[config.mk]
export PLATFORM = sky130hd
export DESIGN_NAME = ram_loader
export DESIGN_NICKNAME = d
export VERILOG_FILES = /design/src/rtl/ram_loader_pkg.sv /design/src/rtl/ram_loader_cksum.sv /design/src/rtl/ram_loader.sv
export SDC_FILE = /design/constraint.sdc
export NUM_CORES = 1
export LEC_CHECK = 0
export ABC_AREA = 1
export CELL_PAD_IN_SITES_DETAIL_PLACEMENT = 1
export CELL_PAD_IN_SITES_GLOBAL_PLACEMENT = 1
export CORE_MARGIN = 2
export CORE_UTILIZATION = 44
export CTS_BUF_LIST = sky130_fd_sc_hd__clkbuf_8 sky130_fd_sc_hd__clkbuf_16
export CTS_CLUSTER_SIZE = 12
export DETAILED_ROUTE_END_ITERATION = 12
export MAX_ROUTING_LAYER = met4
export PLACE_DENSITY = 0.92
export SLEW_MARGIN = 20
export SYNTH_ARGS = -nofsm -noshare
export SYNTH_HDL_FRONTEND = slang
export SYNTH_SLANG_ARGS = --single-unit
[constraint.sdc]
create_clock -name clock -period 3.85 [get_ports clock]
set_clock_uncertainty 0.1 [all_clocks]
set_input_delay 1.155 -clock clock [delete_from_list [all_inputs] [get_ports clock]]
set_output_delay 1.155 -clock clock [all_outputs]
set_load 0.01 [all_outputs]
[src/rtl/ram_loader_pkg.sv]
// Shared types and defaults for the RAM loader and its checksum accumulators.
// Holds the FSM state encoding, width defaults and the RAM read latency.
package ram_loader_pkg;

    localparam int ADDR_W_DEF = 15;
    localparam int LEN_W_DEF  = 16;
    localparam int RAM_RD_LAT = 1;

    typedef enum logic [2:0] {
        ST_IDLE    = 3'd0,
        ST_WRITE   = 3'd1,
        ST_RD_ADDR = 3'd2,
        ST_RD_DATA = 3'd3,
        ST_FINISH  = 3'd4
    } state_t;

    function automatic logic [7:0] cksum_add(input logic [7:0] a, input logic [7:0] b);
        return a + b;
    endfunction

endpackage

[src/rtl/ram_loader_cksum.sv]
// 8-bit additive checksum accumulator: clear wins over add, sum visible the cycle after.
// No backpressure; o_eq compares the running sum against i_cmp combinationally.
module ram_loader_cksum
    import ram_loader_pkg::*;
(
    input  logic       i_clock,
    input  logic       i_reset_n,
    input  logic       i_clr,
    input  logic       i_add,
    input  logic [7:0] i_data,
    input  logic [7:0] i_cmp,
    output logic [7:0] o_sum,
    output logic       o_eq
);

    logic [7:0] r_sum;

    always_ff @(posedge i_clock or negedge i_reset_n) begin
        if (!i_reset_n) begin
            r_sum <= 8'h00;
        end else if (i_clr) begin
            r_sum <= 8'h00;
        end else if (i_add) begin
            r_sum <= cksum_add(r_sum, i_data);
        end
    end

    assign o_sum = r_sum;
    assign o_eq  = (r_sum == i_cmp);

endmodule

[src/rtl/ram_loader.sv]
// Streams bytes into consecutive RAM addresses, then optionally reads them back and checks the sum.
// Write lands one cycle after each accepted beat; s_ready stays high until the last byte is taken.
module ram_loader
    import ram_loader_pkg::*;
#(
    parameter int ADDR_W = ADDR_W_DEF,
    parameter int LEN_W  = LEN_W_DEF,
    parameter int VERIFY = 1
) (
    input  logic              clock,
    input  logic              reset_n,
    input  logic              start,
    input  logic [ADDR_W-1:0] base_addr,
    input  logic [LEN_W-1:0]  length,
    input  logic              s_valid,
    input  logic [7:0]        s_data,
    output logic              s_ready,
    output logic [ADDR_W-1:0] mem_address,
    output logic [7:0]        mem_data_out,
    output logic              mem_ce,
    output logic              mem_rden,
    output logic              mem_wren,
    input  logic [7:0]        mem_q,
    output logic              busy,
    output logic              done,
    output logic              error,
    output logic [7:0]        checksum
);

    state_t            r_state;
    logic [ADDR_W-1:0] r_base;
    logic [ADDR_W-1:0] r_ptr;
    logic [ADDR_W-1:0] r_addr;
    logic [LEN_W-1:0]  r_len;
    logic [LEN_W-1:0]  r_remain;
    logic [7:0]        r_wdat;
    logic              r_s_ready;
    logic              r_ce;
    logic              r_rden;
    logic              r_wren;
    logic              r_busy;
    logic              r_done;
    logic              r_error;

    logic              w_start_acc;
    logic              w_beat;
    logic              w_write_end;
    logic              w_vsum_clr;
    logic              w_vsum_add;
    logic [7:0]        w_wsum;
    logic [7:0]        w_vsum;
    logic              w_weq;
    logic              w_veq;

    assign w_start_acc = start && (r_state == ST_IDLE);
    assign w_beat      = s_valid && r_s_ready;
    assign w_write_end = (r_state == ST_WRITE) && (r_remain == '0);
    assign w_vsum_clr  = w_start_acc || w_write_end;
    assign w_vsum_add  = (r_state == ST_RD_DATA);

    ram_loader_cksum u_wsum (
        .i_clock   (clock),
        .i_reset_n (reset_n),
        .i_clr     (w_start_acc),
        .i_add     (w_beat),
        .i_data    (s_data),
        .i_cmp     (w_vsum),
        .o_sum     (w_wsum),
        .o_eq      (w_weq)
    );

    ram_loader_cksum u_vsum (
        .i_clock   (clock),
        .i_reset_n (reset_n),
        .i_clr     (w_vsum_clr),
        .i_add     (w_vsum_add),
        .i_data    (mem_q),
        .i_cmp     (w_wsum),
        .o_sum     (w_vsum),
        .o_eq      (w_veq)
    );

    always_ff @(posedge clock or negedge reset_n) begin
        if (!reset_n) begin
            r_state   <= ST_IDLE;
            r_base    <= '0;
            r_ptr     <= '0;
            r_addr    <= '0;
            r_len     <= '0;
            r_remain  <= '0;
            r_wdat    <= 8'h00;
            r_s_ready <= 1'b0;
            r_ce      <= 1'b0;
            r_rden    <= 1'b0;
            r_wren    <= 1'b0;
            r_busy    <= 1'b0;
            r_done    <= 1'b0;
            r_error   <= 1'b0;
        end else begin
            r_done <= 1'b0;
            case (r_state)
                ST_IDLE: begin
                    r_ce   <= 1'b0;
                    r_wren <= 1'b0;
                    r_rden <= 1'b0;
                    if (start) begin
                        r_base    <= base_addr;
                        r_ptr     <= base_addr;
                        r_len     <= length;
                        r_remain  <= length;
                        r_busy    <= 1'b1;
                        r_error   <= 1'b0;
                        r_s_ready <= (length != '0);
                        r_state   <= (length == '0) ? ST_FINISH : ST_WRITE;
                    end
                end
                ST_WRITE: begin
                    if (w_beat) begin
                        r_ce      <= 1'b1;
                        r_wren    <= 1'b1;
                        r_addr    <= r_ptr;
                        r_wdat    <= s_data;
                        r_ptr     <= r_ptr + ADDR_W'(1);
                        r_remain  <= r_remain - LEN_W'(1);
                        r_s_ready <= (r_remain != LEN_W'(1));
                    end else begin
                        r_ce   <= 1'b0;
                        r_wren <= 1'b0;
                    end
                    // remain==0 here means the final write is on the bus this cycle
                    if (r_remain == '0) begin
                        if (VERIFY != 0) begin
                            r_state  <= ST_RD_ADDR;
                            r_ptr    <= r_base;
                            r_remain <= r_len;
                            r_addr   <= r_base;
                            r_ce     <= 1'b1;
                            r_rden   <= 1'b1;
                        end else begin
                            r_state <= ST_FINISH;
                        end
                    end
                end
                ST_RD_ADDR: begin
                    r_state <= ST_RD_DATA;
                end
                ST_RD_DATA: begin
                    r_ptr    <= r_ptr + ADDR_W'(1);
                    r_remain <= r_remain - LEN_W'(1);
                    if (r_remain == LEN_W'(1)) begin
                        r_state <= ST_FINISH;
                        r_ce    <= 1'b0;
                        r_rden  <= 1'b0;
                    end else begin
                        r_state <= ST_RD_ADDR;
                        r_addr  <= r_ptr + ADDR_W'(1);
                    end
                end
                ST_FINISH: begin
                    r_done  <= 1'b1;
                    r_busy  <= 1'b0;
                    r_error <= (VERIFY != 0) && !(w_weq && w_veq);
                    r_state <= ST_IDLE;
                end
                default: begin
                    r_state <= ST_IDLE;
                end
            endcase
        end
    end

    assign s_ready      = r_s_ready;
    assign mem_address  = r_addr;
    assign mem_data_out = r_wdat;
    assign mem_ce       = r_ce;
    assign mem_rden     = r_rden;
    assign mem_wren     = r_wren;
    assign busy         = r_busy;
    assign done         = r_done;
    assign error        = r_error;
    assign checksum     = w_wsum;

    a_len_legal: assert property (@(posedge clock) disable iff (!reset_n)
        (start && r_state == ST_IDLE) |-> (32'(length) <= (32'd1 << ADDR_W)));

    a_rd_latency: assert property (@(posedge clock) disable iff (!reset_n)
        (r_state == ST_RD_DATA) |-> ($past(r_state, RAM_RD_LAT) == ST_RD_ADDR));

endmodule

Word-level counts from Yosys, hierarchy flattened. Index checks and enable logic that the tools add are counted.

$add $sub $neg: 4. Equal/unequal tests: 14. Multiplexer cells: 36. Reductions and logical operators: 25.

Operators with widths (count): 15-bit 2-to-1 mux (6); 16-bit 2-to-1 mux (3); 16-bit case mux with 3 select lines (1); 15-bit case mux with 3 select lines (1); 16-bit zero test (2); 8-bit 2-to-1 mux (4); 15-bit case mux with 2 select lines (1); 8-bit adder (2); 16-bit by 1-bit equality test with 1-bit output (second input constant) (1); 8-bit equality test (2); 16-bit by 1-bit != test with 1-bit output (second input constant) (1); 16-bit nonzero test (1); 16-bit by 1-bit subtractor with 16-bit output (second input constant) (1); 15-bit by 1-bit adder with 15-bit output (second input constant) (1); 3-bit 2-to-1 mux (4); 3-bit case mux with 4 select lines (1); 3-bit AND reduction (4); 2-bit AND reduction (5); 2-bit nonzero test (5); 1-bit 2-to-1 mux (9); 1-bit case mux with 2 select lines (4); 3-bit by 2-bit equality test with 1-bit output (second input constant) (2); 2-bit != test (second input constant) (3); 1-bit case mux with 3 select lines (2); 9 further kinds (13).

Register bits after elaboration: 111. Input bits: 51. Word-level logic and storage cells: 95.

Longest topological paths before layout.
Depth after elaboration: 4. Mapped depth: 14. Mapped depth without buffers: 12.

Hierarchy. A second synthesis with hierarchy kept.

Cell total of the unflattened synthesis: 1035. Area, all modules: 7196.9 µm².

By module, submodules not included: ram_loader (instances 1, cells each 840, area an instance 5745.5 µm², sequential area each 2377.3 µm²); ram_loader_cksum at u_wsum (instances 1, cells each 98, area an instance 749.5 µm², sequential area each 200.2 µm²); ram_loader_cksum at u_vsum (instances 1, cells each 97, area an instance 701.9 µm², sequential area each 200.2 µm²).

Least setup slack after synthesis. OpenSTA, ideal clock, no wires.

Path type: input-to-reg. Start: in s_data[2]. End: reg u_wsum.r_sum[5] (netlist: u_wsum.o_sum[5]). Data arrival time: 2.192 ns. Data required time: 3.633 ns. Path slack: 1.441 ns. Cell stages on the path: 8. Buffers on the path: 0. Cells stage by stage: ha_1 nand3_1 nand3_1 nand2_1 o21bai_1 or2_2 nand3_1 nand2_1.

Cells in the longest elaborated chain, start to end: 3.

Ends and longest elaborated chain: start, declared (line ram_loader.sv:16) `input logic [7:0] s_data,`; 8-bit adder (line ram_loader_pkg.sv:18) `return a + b;`; 8-bit 2-to-1 mux (line ram_loader_cksum.sv:23) `end else if (i_add) begin`; 8-bit 2-to-1 mux (line ram_loader_cksum.sv:21) `end else if (i_clr) begin`; end signal, assigned (line ram_loader_cksum.sv:24) `r_sum <= cksum_add(r_sum, i_data);`; end, declared (line ram_loader_cksum.sv:16) `logic [7:0] r_sum;`.

Every way passes these cells. The select of a mux whose other input is x is not followed. A chain may end at the register's enable or synchronous reset.

Final worst setup path.
Start: in start. End: reg u_wsum.r_sum[3] (netlist: u_wsum.o_sum[3]).

Cells in the longest elaborated chain, start to end: 2.

Ends and longest elaborated chain: start, declared (line ram_loader.sv:12) `input logic start,`; 1-bit logical AND (*) (line ram_loader.sv:55) `assign w_start_acc = start && (r_state == ST_IDLE);`; 8-bit 2-to-1 mux / 2-bit nonzero test (equally long branches).

Mark *: on every way between the ends. The rest lies on a longest branch, timed or not.

==> impl.org <==
** GRT
- Maximum number of pins on one net before global-route repair :: between 90 and 100
- The first global-routing pass estimated roughly 36 mm of wire.
- Number of antenna violations at the first check in global routing :: 0
- For this run the aggregate overflow at the end of global routing stands at 0.
- Vias in the first global route :: between 7000 and 8000
- Total Routing Usage GR :: 0.279

** Timing
- Setup repair after global routing missed its margin :: no
- Tcrit/Tclk final :: 0.727
- Counting I/O delays and the setup requirement, the final critical path takes about 2.8 ns.
- Setup violations remaining at the end of the flow were counted as 0.
- The number of pins exceeding their max-slew limit in the final report came to 0.
- Worst slew margin :: 0.520
- The count of endpoints failing hold in the final timing report was 0.
- Final total negative setup slack :: 0 ns
- Slew at the pin closest to its max-slew limit :: 0.719 ns
- Max Fclk :: around 360 MHz

** Layout
- Count of fill cells added during filler insertion :: just under 2000
- The number of antenna diodes in the final layout is 0.
- In the final layout, the share of cells above drive strength 1 is 0.0559.
- Relative to the synthesized area, the layout overhead comes to 19.5%.
- In the final design database the tool counted approximately 1100 nets.

** Setup path
- Along the worst path, the maximum fanout reaches 44.
- Start-to-end type of the worst setup path :: input port to flop
- Worst Setup End Kind :: flop
- The endpoint identified for the worst register-to-register timing path is r_ptr[13]$_DFFE_PN0P_.
- Number of cells traversed by the worst register-to-register path :: 11
- Data on the critical path arrives at its endpoint at just under 3 ns.
- Critical path startpoint category :: input port
- For flop-to-flop paths, the worst setup slack is 1.12 ns.
- In this run the critical register-to-register path is launched from r_remain[0]$_DFFE_PN0P_.
- Endpoint required time on the critical path :: between 4 and 5 ns

** Floorplanning
- For this configuration, the core starts out at a cell density of 0.450.
- Overall die width :: 129 microns
- After floorplanning, the core was sized to cover about 15000 sq um.
- Total I/O pin count :: slightly below 90
- Die Footprint :: between 15000 and 20000 sq um
- The floorplan step set the die height to 129 microns.
- The floorplan has 45 rows.

** Hold path
- Sink of the worst hold path :: mem_data_out[3]$_DFFE_PN0P_
- The worst hold path belongs to the class flop to flop.
- Launch instance of the worst min-delay path :: mem_data_out[3]$_DFFE_PN0P_
- Cell depth of the worst hold path :: 2

** Synth
- After synthesis the netlist holds a flip-flop and latch count of ~110.
- The number of different library cells used by synthesis comes to 41.
- In the synthesized netlist the dominant register cell turns out to be sky130_fd_sc_hd__dfrtp_1.
- Number of flops mapped to enable cells by yosys :: 0
- Number of warnings printed during yosys synthesis :: 0
- Share of async-settable or async-resettable flops after synthesis :: 1.00
- Cell area after synthesis :: between 6000 and 7000 sq um
- Net count after synthesis :: ~1000
- Mapped Avg Cell Area :: 7.16 sq um
- Synthesis handed over a netlist of approximately 960 instances.
- Register area share after synthesis :: 0.406

** Power
- Power share of the sequential group :: 0.314
- The worst-case IR drop observed on VDD is 382 uV.
- Switching part of the total :: 0.473
- PD cells :: 869 nW/um^2
- Int Power :: 3.75 mW
- Leakage component of the power :: ~4.2 nW
- The completed layout was analyzed and its total power is 7.11 mW.
- Summed over all nets, the switching power comes to approximately 3.4 mW.
- The share of total power dissipated in combinational logic is 0.529.
- Clock group share of total power :: 0.157

** Drt
- ANT nets after route :: 0
- After detailed routing, the average wire length per cell comes to between 15 and 20 microns.
- Drt first pass iters :: 4
- DRC violation total after the first TritonRoute iteration :: ~370
- After detailed routing, the number of vias per cell comes to 5.40.
- DR DRC count :: 0
- Total vias in the final route :: 6618
- The final layout contains routed wiring with a total length of about 21 mm.

** Clock tree
- Root buffer selected by CTS :: sky130_fd_sc_hd__clkbuf_16
- TritonCTS built the clock tree.
- For this design, the CTS-stage hold fixing added 0 buffers.
- The clock passes through at most 2 buffers.
- Clock tree synthesis inserted a total of 9 buffers.
- CTS built an H-tree with a depth of 3.
- Post-CTS setup repair buffer count :: 0
- Number of clock sinks :: approximately 110
- Worst-path clk slew :: 0.07 ns
- Worst skew pair latency :: approximately 0.37 ns
- Number of cells upsized or downsized after cts :: 0

** Status
- The flow ran to the end, and the final reports show no timing, DRC or antenna violations.

** Place
- Routability cong. :: 0.871
- Port buffering added 88 buffers.
- Detailed placer's ending HPWL :: 15.2 mm

** Run
- The tool flagged a number of max-cap violations equal to 0.
## routing by layer
layer	share of wire	up-vias	track usage	routed length (microns)
met5	0	-	-	0
met1	0.42	3246	0.324	8980
li1	-	3182	-	-
met3	0.052	34	0.0665	1110
met2	0.51	156	0.487	10900
met4	0.018	0	0.0716	374
## flip-flops by register name, indices dropped and copies added, names as in the netlist, 3 cells and up
signal	count
r_base	15
u_wsum.o_sum	8
r_state	3
r_ptr	15
mem_data_out	8
mem_address	15
r_len	16
u_vsum.o_sum	8
r_remain	16
## worst max-delay path: stages
cell	delay (ns)
sky130_fd_sc_hd__clkdlybuf4s50_1	0.45
sky130_fd_sc_hd__inv_1	0.10
sky130_fd_sc_hd__nor2_2	0.05
sky130_fd_sc_hd__inv_2	0.52
sky130_fd_sc_hd__nand2_1	0.27
sky130_fd_sc_hd__inv_1	0.21
sky130_fd_sc_hd__nand2_1	0.06
sky130_fd_sc_hd__o21ai_0	0.14
## stage by stage
step           cell area (sq um)   util  instances  hold WS, ns  worst slack, ns
2_1_floorplan               6850      -        956        0.345             1.44
3_3_place_gp                7840  0.515       1209        0.354            0.744
3_5_place_dp                7840  0.515       1209        0.364            0.693
4_1_cts                     8180  0.538       1225        0.384             1.05
5_1_grt                     8180  0.538       1225        0.408            0.846
6_report                    8180  0.538       1225        0.381             1.05
## final cells by class
type                    instances  area [sq um]  area share
multi-input cells             719          3520       0.430
flip-flops and latches        111          2780       0.339
repair buffers                 95           943       0.115
inverters                      96           363      0.0443
clock buffers                  10           239      0.0292
well taps                     188           235      0.0287
clock inverters                 6           109      0.0133
## power groups by stage
stage / Clock [mW] / Sequential [mW] / Combinational, mW
after global routing: 1.18 / 2.30 / 4.25
after global placement: 0 / 2.21 / 3.54
after detailed placement: 0 / 2.23 / 3.74
after CTS: 1.13 / 2.22 / 3.79
after floorplan: 0 / 2.16 / 2.56
final: 1.12 / 2.23 / 3.76
## synthesized netlist by cell type (7+ instances only)
master / number / share of area
sky130_fd_sc_hd__buf_6: 7 / 0.012
sky130_fd_sc_hd__xor2_1: 15 / 0.019
sky130_fd_sc_hd__o21ai_1: 17 / 0.012
sky130_fd_sc_hd__buf_2: 10 / 0.0073
sky130_fd_sc_hd__dfrtp_1: 111 / 0.41
sky130_fd_sc_hd__inv_1: 86 / 0.047
sky130_fd_sc_hd__nand3_1: 61 / 0.045
sky130_fd_sc_hd__o21ai_0: 48 / 0.035
sky130_fd_sc_hd__clkbuf_1: 10 / 0.0055
sky130_fd_sc_hd__a21oi_1: 42 / 0.031
sky130_fd_sc_hd__nand2_1: 377 / 0.21
sky130_fd_sc_hd__nor2_1: 64 / 0.035
sky130_fd_sc_hd__xnor2_1: 13 / 0.017
sky130_fd_sc_hd__nand4_1: 10 / 0.0091
sky130_fd_sc_hd__inv_2: 9 / 0.0049
sky130_fd_sc_hd__ha_1: 17 / 0.031
## layout by cell type, fill, tap and decap left out, types with 4 or more instances in the layout
| cell | netlist | layout |
|---|---|---|
| sky130_fd_sc_hd__a21oi_1 | 42 | 42 |
| sky130_fd_sc_hd__buf_4 | 3 | 7 |
| sky130_fd_sc_hd__clkbuf_16 | 0 | 9 |
| sky130_fd_sc_hd__clkdlybuf4s50_1 | 0 | 87 |
| sky130_fd_sc_hd__dfrtp_1 | 111 | 111 |
| sky130_fd_sc_hd__ha_1 | 17 | 17 |
| sky130_fd_sc_hd__inv_1 | 86 | 87 |
| sky130_fd_sc_hd__inv_2 | 9 | 9 |
| sky130_fd_sc_hd__nand2_1 | 377 | 377 |
| sky130_fd_sc_hd__nand2_4 | 5 | 5 |
| sky130_fd_sc_hd__nand3_1 | 61 | 61 |
| sky130_fd_sc_hd__nand3_2 | 4 | 4 |
| sky130_fd_sc_hd__nand4_1 | 10 | 10 |
| sky130_fd_sc_hd__nor2_1 | 64 | 64 |
| sky130_fd_sc_hd__nor2_2 | 4 | 4 |
| sky130_fd_sc_hd__nor3_1 | 5 | 5 |
| sky130_fd_sc_hd__o211ai_1 | 4 | 4 |
| sky130_fd_sc_hd__o21ai_0 | 48 | 48 |
| sky130_fd_sc_hd__o21ai_1 | 17 | 17 |
| sky130_fd_sc_hd__o21bai_1 | 4 | 4 |
| sky130_fd_sc_hd__xnor2_1 | 13 | 13 |
| sky130_fd_sc_hd__xor2_1 | 15 | 15 |
## worst max path at each step
stage                   start                           to  slack, ns  cells past startpoint
global route            start  u_wsum.o_sum[3]$_DFFE_PN0P_       0.85                      8
detailed placement      start  u_wsum.o_sum[3]$_DFFE_PN0P_       0.69                      8
floorplan           s_data[2]  u_wsum.o_sum[5]$_DFFE_PN0P_       1.44                      8
CTS                     start  u_wsum.o_sum[3]$_DFFE_PN0P_       1.05                      8
global placement        start  u_wsum.o_sum[3]$_DFFE_PN0P_       0.74                      8
finish                  start  u_wsum.o_sum[3]$_DFFE_PN0P_       1.05                      8
## cells by family (layout without fill, tap and decap cells)
| kind of cell | after synthesis | count (layout) | synth area share |
|---|---|---|---|
| buffers and inverters | 126 | 207 | 0.0806 |
| xor gates and xnor gates | 28 | 28 | 0.0358 |
| DFF | 111 | 111 | 0.406 |
| adders and majority gates | 19 | 19 | 0.0369 |
| AOI/OAI and AO/OA | 127 | 127 | 0.100 |
| and+or+nand+nor | 545 | 545 | 0.341 |
Power figures use the tool's default switching activity.
